==> config.mk <==
export PLATFORM = sky130hd
export DESIGN_NAME = drop_test_board_top
export DESIGN_NICKNAME = d
export VERILOG_FILES = /design/src/rtl/drop_test_board_pkg.sv /design/src/rtl/drop_test_board_step_calc.sv /design/src/rtl/drop_test_board_top.sv
export SDC_FILE = /design/constraint.sdc
export NUM_CORES = 1
export LEC_CHECK = 0
export BUFFER_PORTS_ARGS = -buffer_cell sky130_fd_sc_hd__buf_2
export CORE_ASPECT_RATIO = 0.8
export CORE_MARGIN = 2
export CORE_UTILIZATION = 50
export DETAILED_ROUTE_END_ITERATION = 7
export PLACE_DENSITY = 0.82
export SYNTH_ARGS = -nofsm -noshare
export SYNTH_HDL_FRONTEND = slang
export SYNTH_SLANG_ARGS = --single-unit
export TNS_END_PERCENT = 30
==> constraint.sdc <==
create_clock -name in_clk -period 3.1 [get_ports in_clk]
set_input_delay 0.62 -clock in_clk [delete_from_list [all_inputs] [get_ports in_clk]]
set_output_delay 0.62 -clock in_clk [all_outputs]
set_load 0.02 [all_outputs]
==> src/rtl/drop_test_board_pkg.sv <==
// Shared definitions for the two-phone drop test board.
//   DEF_FLOOR_W : default width of floor / resistance inputs
//   DEF_CNT_W   : default width of the result counters
//   state_t     : drop-test FSM states
package drop_test_board_pkg;

    localparam int DEF_FLOOR_W = 7;
    localparam int DEF_CNT_W   = 32;

    typedef enum logic [2:0] {
        ST_IDLE,
        ST_STEP,
        ST_COARSE,
        ST_FINE,
        ST_DONE
    } state_t;

endpackage

==> src/rtl/drop_test_board_step_calc.sv <==
// step_size_calc: finds the smallest s >= 1 with s(s+1)/2 >= n, one
// increment of s per enabled cycle.
//   clk, rst_n : clock, async active-low reset
//   clear      : reload s = 1, tri = 1
//   enable     : advance the search while not yet valid
//   n          : target floor count (held stable while enabled)
//   s          : current candidate step size
//   valid      : s satisfies s(s+1)/2 >= n
module step_size_calc #(
    parameter int W = 8
) (
    input  logic         clk,
    input  logic         rst_n,
    input  logic         clear,
    input  logic         enable,
    input  logic [W-1:0] n,
    output logic [W-1:0] s,
    output logic         valid
);

    // One extra bit so the triangular number cannot wrap before reaching n.
    logic [W:0] tri_q;
    logic [W-1:0] s_q;

    assign s     = s_q;
    assign valid = (tri_q >= {1'b0, n});

    always_ff @(posedge clk or negedge rst_n) begin
        if (!rst_n) begin
            s_q   <= W'(1);
            tri_q <= (W + 1)'(1);
        end else if (clear) begin
            s_q   <= W'(1);
            tri_q <= (W + 1)'(1);
        end else if (enable && !valid) begin
            // T(s+1) = T(s) + s + 1
            s_q   <= s_q + W'(1);
            tri_q <= tri_q + {1'b0, s_q} + (W + 1)'(1);
        end
    end

endmodule

==> src/rtl/drop_test_board_top.sv <==
// Two-phone drop test: given building height N and hidden resistance R,
// locates the highest safe floor with the optimal two-phone strategy and
// reports drop statistics.
//   in_clk, in_rst         : clock, async active-low reset
//   in_floors_data         : building height N
//   in_resistance_data     : resistance R (floor f breaks iff f > R)
//   result_attempt_count   : total drops
//   result_broken_count    : drops that broke a phone
//   result_is_last_broken  : final drop broke a phone
//   result_done            : test finished, results held until reset
//
// state     | meaning
// ----------+-----------------------------------------------------------
// ST_IDLE   | capture N and R on the first clock after reset release
// ST_STEP   | search for step size s; N = 0 finishes immediately
// ST_COARSE | drop at s, s+(s-1), ... clamped to N, until break or N
// ST_FINE   | drop lo+1, lo+2, ... up to hi-1 with the second phone
// ST_DONE   | results frozen until reset
module drop_test_board_top
    import drop_test_board_pkg::*;
#(
    parameter int FLOOR_W = DEF_FLOOR_W,
    parameter int CNT_W   = DEF_CNT_W
) (
    input  logic               in_clk,
    input  logic               in_rst,
    input  logic [FLOOR_W-1:0] in_floors_data,
    input  logic [FLOOR_W-1:0] in_resistance_data,
    output logic [CNT_W-1:0]   result_attempt_count,
    output logic [CNT_W-1:0]   result_broken_count,
    output logic               result_is_last_broken,
    output logic               result_done
);

    // One extra bit so floor + step cannot wrap before the clamp to N.
    localparam int FW = FLOOR_W + 1;

    state_t state_q, state_d;
    logic [FW-1:0] n_q, n_d, r_q, r_d;
    logic [FW-1:0] floor_q, floor_d, step_q, step_d, lo_q, lo_d, hi_q, hi_d;
    logic [CNT_W-1:0] att_q, att_d, brk_q, brk_d;
    logic last_q, last_d, done_q, done_d;

    logic [FW-1:0] s;
    logic s_valid, calc_clear, calc_en;
    logic [FW-1:0] coarse_sum;

    assign calc_clear = (state_q == ST_IDLE);
    assign calc_en    = (state_q == ST_STEP);

    step_size_calc #(.W(FW)) u_step_calc (
        .clk    (in_clk),
        .rst_n  (in_rst),
        .clear  (calc_clear),
        .enable (calc_en),
        .n      (n_q),
        .s      (s),
        .valid  (s_valid)
    );

    assign coarse_sum = floor_q + step_q;

    always_comb begin
        state_d = state_q;
        n_d     = n_q;
        r_d     = r_q;
        floor_d = floor_q;
        step_d  = step_q;
        lo_d    = lo_q;
        hi_d    = hi_q;
        att_d   = att_q;
        brk_d   = brk_q;
        last_d  = last_q;
        done_d  = done_q;

        unique case (state_q)
            ST_IDLE: begin
                n_d     = {1'b0, in_floors_data};
                r_d     = {1'b0, in_resistance_data};
                state_d = ST_STEP;
            end
            ST_STEP: begin
                if (n_q == '0) begin
                    done_d  = 1'b1;
                    state_d = ST_DONE;
                end else if (s_valid) begin
                    floor_d = (s > n_q) ? n_q : s;
                    step_d  = (s > FW'(1)) ? s - FW'(1) : FW'(1);
                    lo_d    = '0;
                    state_d = ST_COARSE;
                end
            end
            ST_COARSE: begin
                att_d = att_q + CNT_W'(1);
                if (floor_q > r_q) begin
                    brk_d = brk_q + CNT_W'(1);
                    hi_d  = floor_q;
                    if (lo_q + FW'(1) == floor_q) begin
                        // Nothing left between last safe floor and the break.
                        last_d  = 1'b1;
                        done_d  = 1'b1;
                        state_d = ST_DONE;
                    end else begin
                        floor_d = lo_q + FW'(1);
                        state_d = ST_FINE;
                    end
                end else if (floor_q == n_q) begin
                    last_d  = 1'b0;
                    done_d  = 1'b1;
                    state_d = ST_DONE;
                end else begin
                    lo_d    = floor_q;
                    floor_d = (coarse_sum > n_q) ? n_q : coarse_sum;
                    step_d  = (step_q > FW'(1)) ? step_q - FW'(1) : FW'(1);
                end
            end
            ST_FINE: begin
                att_d = att_q + CNT_W'(1);
                if (floor_q > r_q) begin
                    brk_d   = brk_q + CNT_W'(1);
                    last_d  = 1'b1;
                    done_d  = 1'b1;
                    state_d = ST_DONE;
                end else if (floor_q == hi_q - FW'(1)) begin
                    last_d  = 1'b0;
                    done_d  = 1'b1;
                    state_d = ST_DONE;
                end else begin
                    floor_d = floor_q + FW'(1);
                end
            end
            ST_DONE: begin
                state_d = ST_DONE;
            end
            default: state_d = ST_IDLE;
        endcase
    end

    always_ff @(posedge in_clk or negedge in_rst) begin
        if (!in_rst) begin
            state_q <= ST_IDLE;
            n_q     <= '0;
            r_q     <= '0;
            floor_q <= '0;
            step_q  <= '0;
            lo_q    <= '0;
            hi_q    <= '0;
            att_q   <= '0;
            brk_q   <= '0;
            last_q  <= 1'b0;
            done_q  <= 1'b0;
        end else begin
            state_q <= state_d;
            n_q     <= n_d;
            r_q     <= r_d;
            floor_q <= floor_d;
            step_q  <= step_d;
            lo_q    <= lo_d;
            hi_q    <= hi_d;
            att_q   <= att_d;
            brk_q   <= brk_d;
            last_q  <= last_d;
            done_q  <= done_d;
        end
    end

    assign result_attempt_count  = att_q;
    assign result_broken_count   = brk_q;
    assign result_is_last_broken = last_q;
    assign result_done           = done_q;

endmodule

==> results.md <==
* Data arrival, critical path at around 3.5 ns
* Drt drc at 0
* Starting density of the core at 0.5127
* Slowest CP cell: dfrtp_1
* Final global-route overflow total at 0
* FP Rows at just over 40
* Vias at between 7000 and 8000
* CP Cell Sequence: ha_2 > fa_2 > a21o_1 > a21oi_2 > o21ai_1 > o21ai_1 > xnor2_1 > ha_2 > nand4_1 > o22ai_2 > a21oi_2 > nor2_4 > nor2_4 > a211o_1 > mux2_4
* Most common cell after layout, fill and taps aside: dfrtp_1
* Post-synth ARST share at 1.000
* I/O pin cnt at 82
* Latest clock arrival within the worst-skew pair at between 0.4 and 0.5 ns
* Met1 Usage GRT at 0.3772
* Crit-path leading delay family: compound AO/OA/AOI/OAI gates
* Die height at approximately 120 um
* Hold buffer count at CTS at 0
* Worst path depth at 15
* Worst endpoint required time at 3.40 ns
* Combinational share of power at 0.553
* Reg-to-reg endpoint: floor_q[3]$_DFFE_PN0P_
* CTS max path bufs at 2
* TritonCTS Buffers at 17
* Crit. End Element: register
* Headroom to the max-slew limit at 0.4691
* CP max stage delay at a little under 0.4 ns
* Final #Nets at 1071
* MaxCap Viol Count at 0
* Peak VDD IR at ~0.65 mV
* Die X at between 100 and 150 um
* Routed WL at approximately 23000 um
* Most frequent cells in the layout: dfrtp_1 (129), nand2_1 (94), xnor2_1 (80), buf_2 (80), buf_4 (63)
* HP Class: in2async
* Worst R2R Setup Slack at -0.1 ns
* Total track usage at 0.2683
* #FFs+latches synth at between 100 and 150
* Fin crit share at 1.031
* DR pass1 iterations at 7
* Clock root buffer: clkbuf_16
* Vias in the first global route at roughly 7200
* Clk slew on worst S/H paths at approximately 0.06 ns
* Filler instances at 1225
* Area occupied by multi-input gates at between 4000 and 5000 um2
* Synth warn at 0
* Worst R2R Start: step_q[0]$_DFFE_PN0P_
* Initial antenna violation count at 0
* Post-Place Cell Area at about 9000 um2
* WHS at 0.2136 ns
* Final Setup Violations at 6
* Post-Syn Nets at roughly 950
* Detailed Route Iter0 Violations at 773
* Main area contributors after synthesis: dfrtp_1 (40%), xnor2_1 (8.6%), ha_1 (8.2%), nand2_1 (4.3%), o21ai_0 (3.8%)
* Antenna viol nets, final at 0
* Largest net degree at the start of global routing at 74
* Outcome: finished with violations
* Core Area at about 16000 um2
* Total Die Area at roughly 17000 um2
* Post-synthesis sequential area ratio at 0.4067
* Post-synthesis cell area at about 8000 um2
* Leading area contributor after synthesis: dfrtp_1
* Count of input and output buffers at between 80 and 90
* DR vias/cell at between 5 and 6
* Fmax at roughly 0.31 GHz
* Clock Power Share at 0.196
* Gr busiest metal: met2
* Internal at 5.738 mW
* Register area at between 3000 and 4000 um2
* Worst Tran Pin Value at 0.7878 ns
* Worst clock skew at between 0.01 and 0.015 ns
* Syn Inst Count at approximately 880
* Switching power at 4.553 mW
* HPWL Detailed at between 15000 and 20000 um
* Final min period at between 3 and 4 ns
* ANT cells at 0
* Sequential power share at 0.251
* Reg2Reg Depth at 15
* Worst Setup Start Kind: register
* CP Capture Point: floor_q[3]$_DFFE_PN0P_
* Synth top area share at 0.4002
* Design area at 9853 um2
* Share of cells above drive strength 1 at 0.2204
* Switching Share at 0.4424
* H-tree levels at 4
* First-pass GRT wire length at approximately 37000 um
* PwrDens at approximately 1000 nW/um2
* Final hold violation count at 0
* Post-synth cell types at 68
* Clock sinks at between 100 and 150
* Failing checks: setup timing
* Top FF cell, synth: dfrtp_1
* Syn avg cell area at 9.289 um2
* Unrepaired setup endpoints after global routing: yes
* EDFF count, synth at 0
* Crit path kind: reg2reg
* P_leak at 4.778 nW
* WL/cell at 18.50 um
* CP bufs+invs at 0
* Met3 usage in global routing at 0.05620
* Min setup slack post-route at -0.09708 ns
* Setup crit start: step_q[0]$_DFFE_PN0P_
* Critical path peak fanout at 7
* Layout area overhead at 21.23%
* TritonCTS clock tree: yes
* Gpl congestion at 0.9499
* GR Util met2 at 0.4151
* Fin. max-slew vios at 0
## logic make-up (layout without fill, tap and decap cells)
| family | after synthesis | in the layout | synth area share |
|---|---|---|---|
| simple gates | 320 | 320 | 0.1970 |
| xor+xnor | 112 | 112 | 0.1207 |
| fa+ha+maj | 55 | 55 | 0.08652 |
| flops | 132 | 132 | 0.4067 |
| mux | 5 | 5 | 0.007081 |
| buf+inv | 81 | 218 | 0.03879 |
| compound gates | 170 | 170 | 0.1432 |
## routing by layer
metal,up-vias,wire length (um)
li1,3357,-
met1,3521,9835
met2,327,10320
met3,50,1996
met4,0,558
met5,-,0
## worst min path at each step
stage	start	to	slack, ns	depth (start not counted)
floorplan	in_rst	floor_q[0]$_DFFE_PN0P_	0.32	0
global placement	result_attempt_count[31]$_DFFE_PN0N_	result_attempt_count[31]$_DFFE_PN0N_	0.46	1
detailed placement	result_attempt_count[31]$_DFFE_PN0N_	result_attempt_count[31]$_DFFE_PN0N_	0.46	1
CTS	in_rst	result_attempt_count[21]$_DFFE_PN0N_	0.25	1
global route	in_rst	result_attempt_count[21]$_DFFE_PN0N_	0.28	1
finish	in_rst	result_attempt_count[14]$_DFFE_PN0N_	0.21	1
## worst reg2reg max path, cell delays in order (launching register included)
cell     delay [ns]
dfrtp_1        0.39
ha_2           0.21
fa_2           0.34
a21o_1         0.17
a21oi_2        0.16
o21ai_1        0.07
o21ai_1        0.10
xnor2_1        0.13
ha_2           0.33
nand4_1        0.12
o22ai_2        0.18
a21oi_2        0.07
nor2_4         0.21
nor2_4         0.07
a211o_1        0.30
mux2_4         0.25
## through the flow
stage               instances  utilization  power [mW]  worst slack [ns]  TNS (ns)
floorplan                 875            -       6.091         0.0001832         0
global placement         1190       0.5768       7.610           -0.1190   -0.4951
detailed placement       1190       0.5768       7.760           -0.2217   -0.9458
CTS                      1225       0.6188       10.05          -0.05803   -0.1016
global route             1227       0.6216       10.95           -0.2745    -1.678
finish                   1227       0.6216       10.29          -0.09708   -0.3091
## flip-flops by register name, summed over array words and instances, names as in the netlist
signal	count
result_attempt_count	32
result_broken_count	32
u_step_calc.tri_q	9
floor_q	8
hi_q	8
lo_q	8
step_q	8
u_step_calc.s	8
n_q	7
r_q	7
state_q	3
result_done	1
result_is_last_broken	1
## power groups by stage
stage	logic (mW)	registers, mW	clock network (mW)
floorplan	3.57	2.52	0
global placement	5.05	2.56	0
detailed placement	5.18	2.58	0
CTS	5.48	2.56	2.01
global route	6.24	2.62	2.10
finish	5.69	2.59	2.01
## cells in the mapped netlist, drive strengths merged (8+ instances only)
cell,count
nor2,57
o22ai,12
nand3,49
and4,9
and3,20
xnor2,80
a21oi,24
xor2,32
dfrtp,130
nor3,18
o21ai,61
nand4,22
nand2,94
nor2b,9
ha,53
inv,41
clkbuf,32
a21o,13
nor4,10
nand2b,10
buf,8
## repair_timing
action	CTS	global route
buffers inserted	4	2
cloned	0	0
setup endpoints to repair	7	33
pin swaps	7	1
gates resized for setup	14	7
## cell type report
| class | count | area share |
|---|---|---|
| well taps | 215 | 0.02730 |
| flip-flops and latches | 132 | 0.3356 |
| clock inverters | 14 | 0.01575 |
| clock buffers | 17 | 0.04317 |
| multi-input cells | 662 | 0.4696 |
| inverters | 41 | 0.01562 |
| repair buffers | 146 | 0.09295 |
Power figures use the tool's default switching activity.
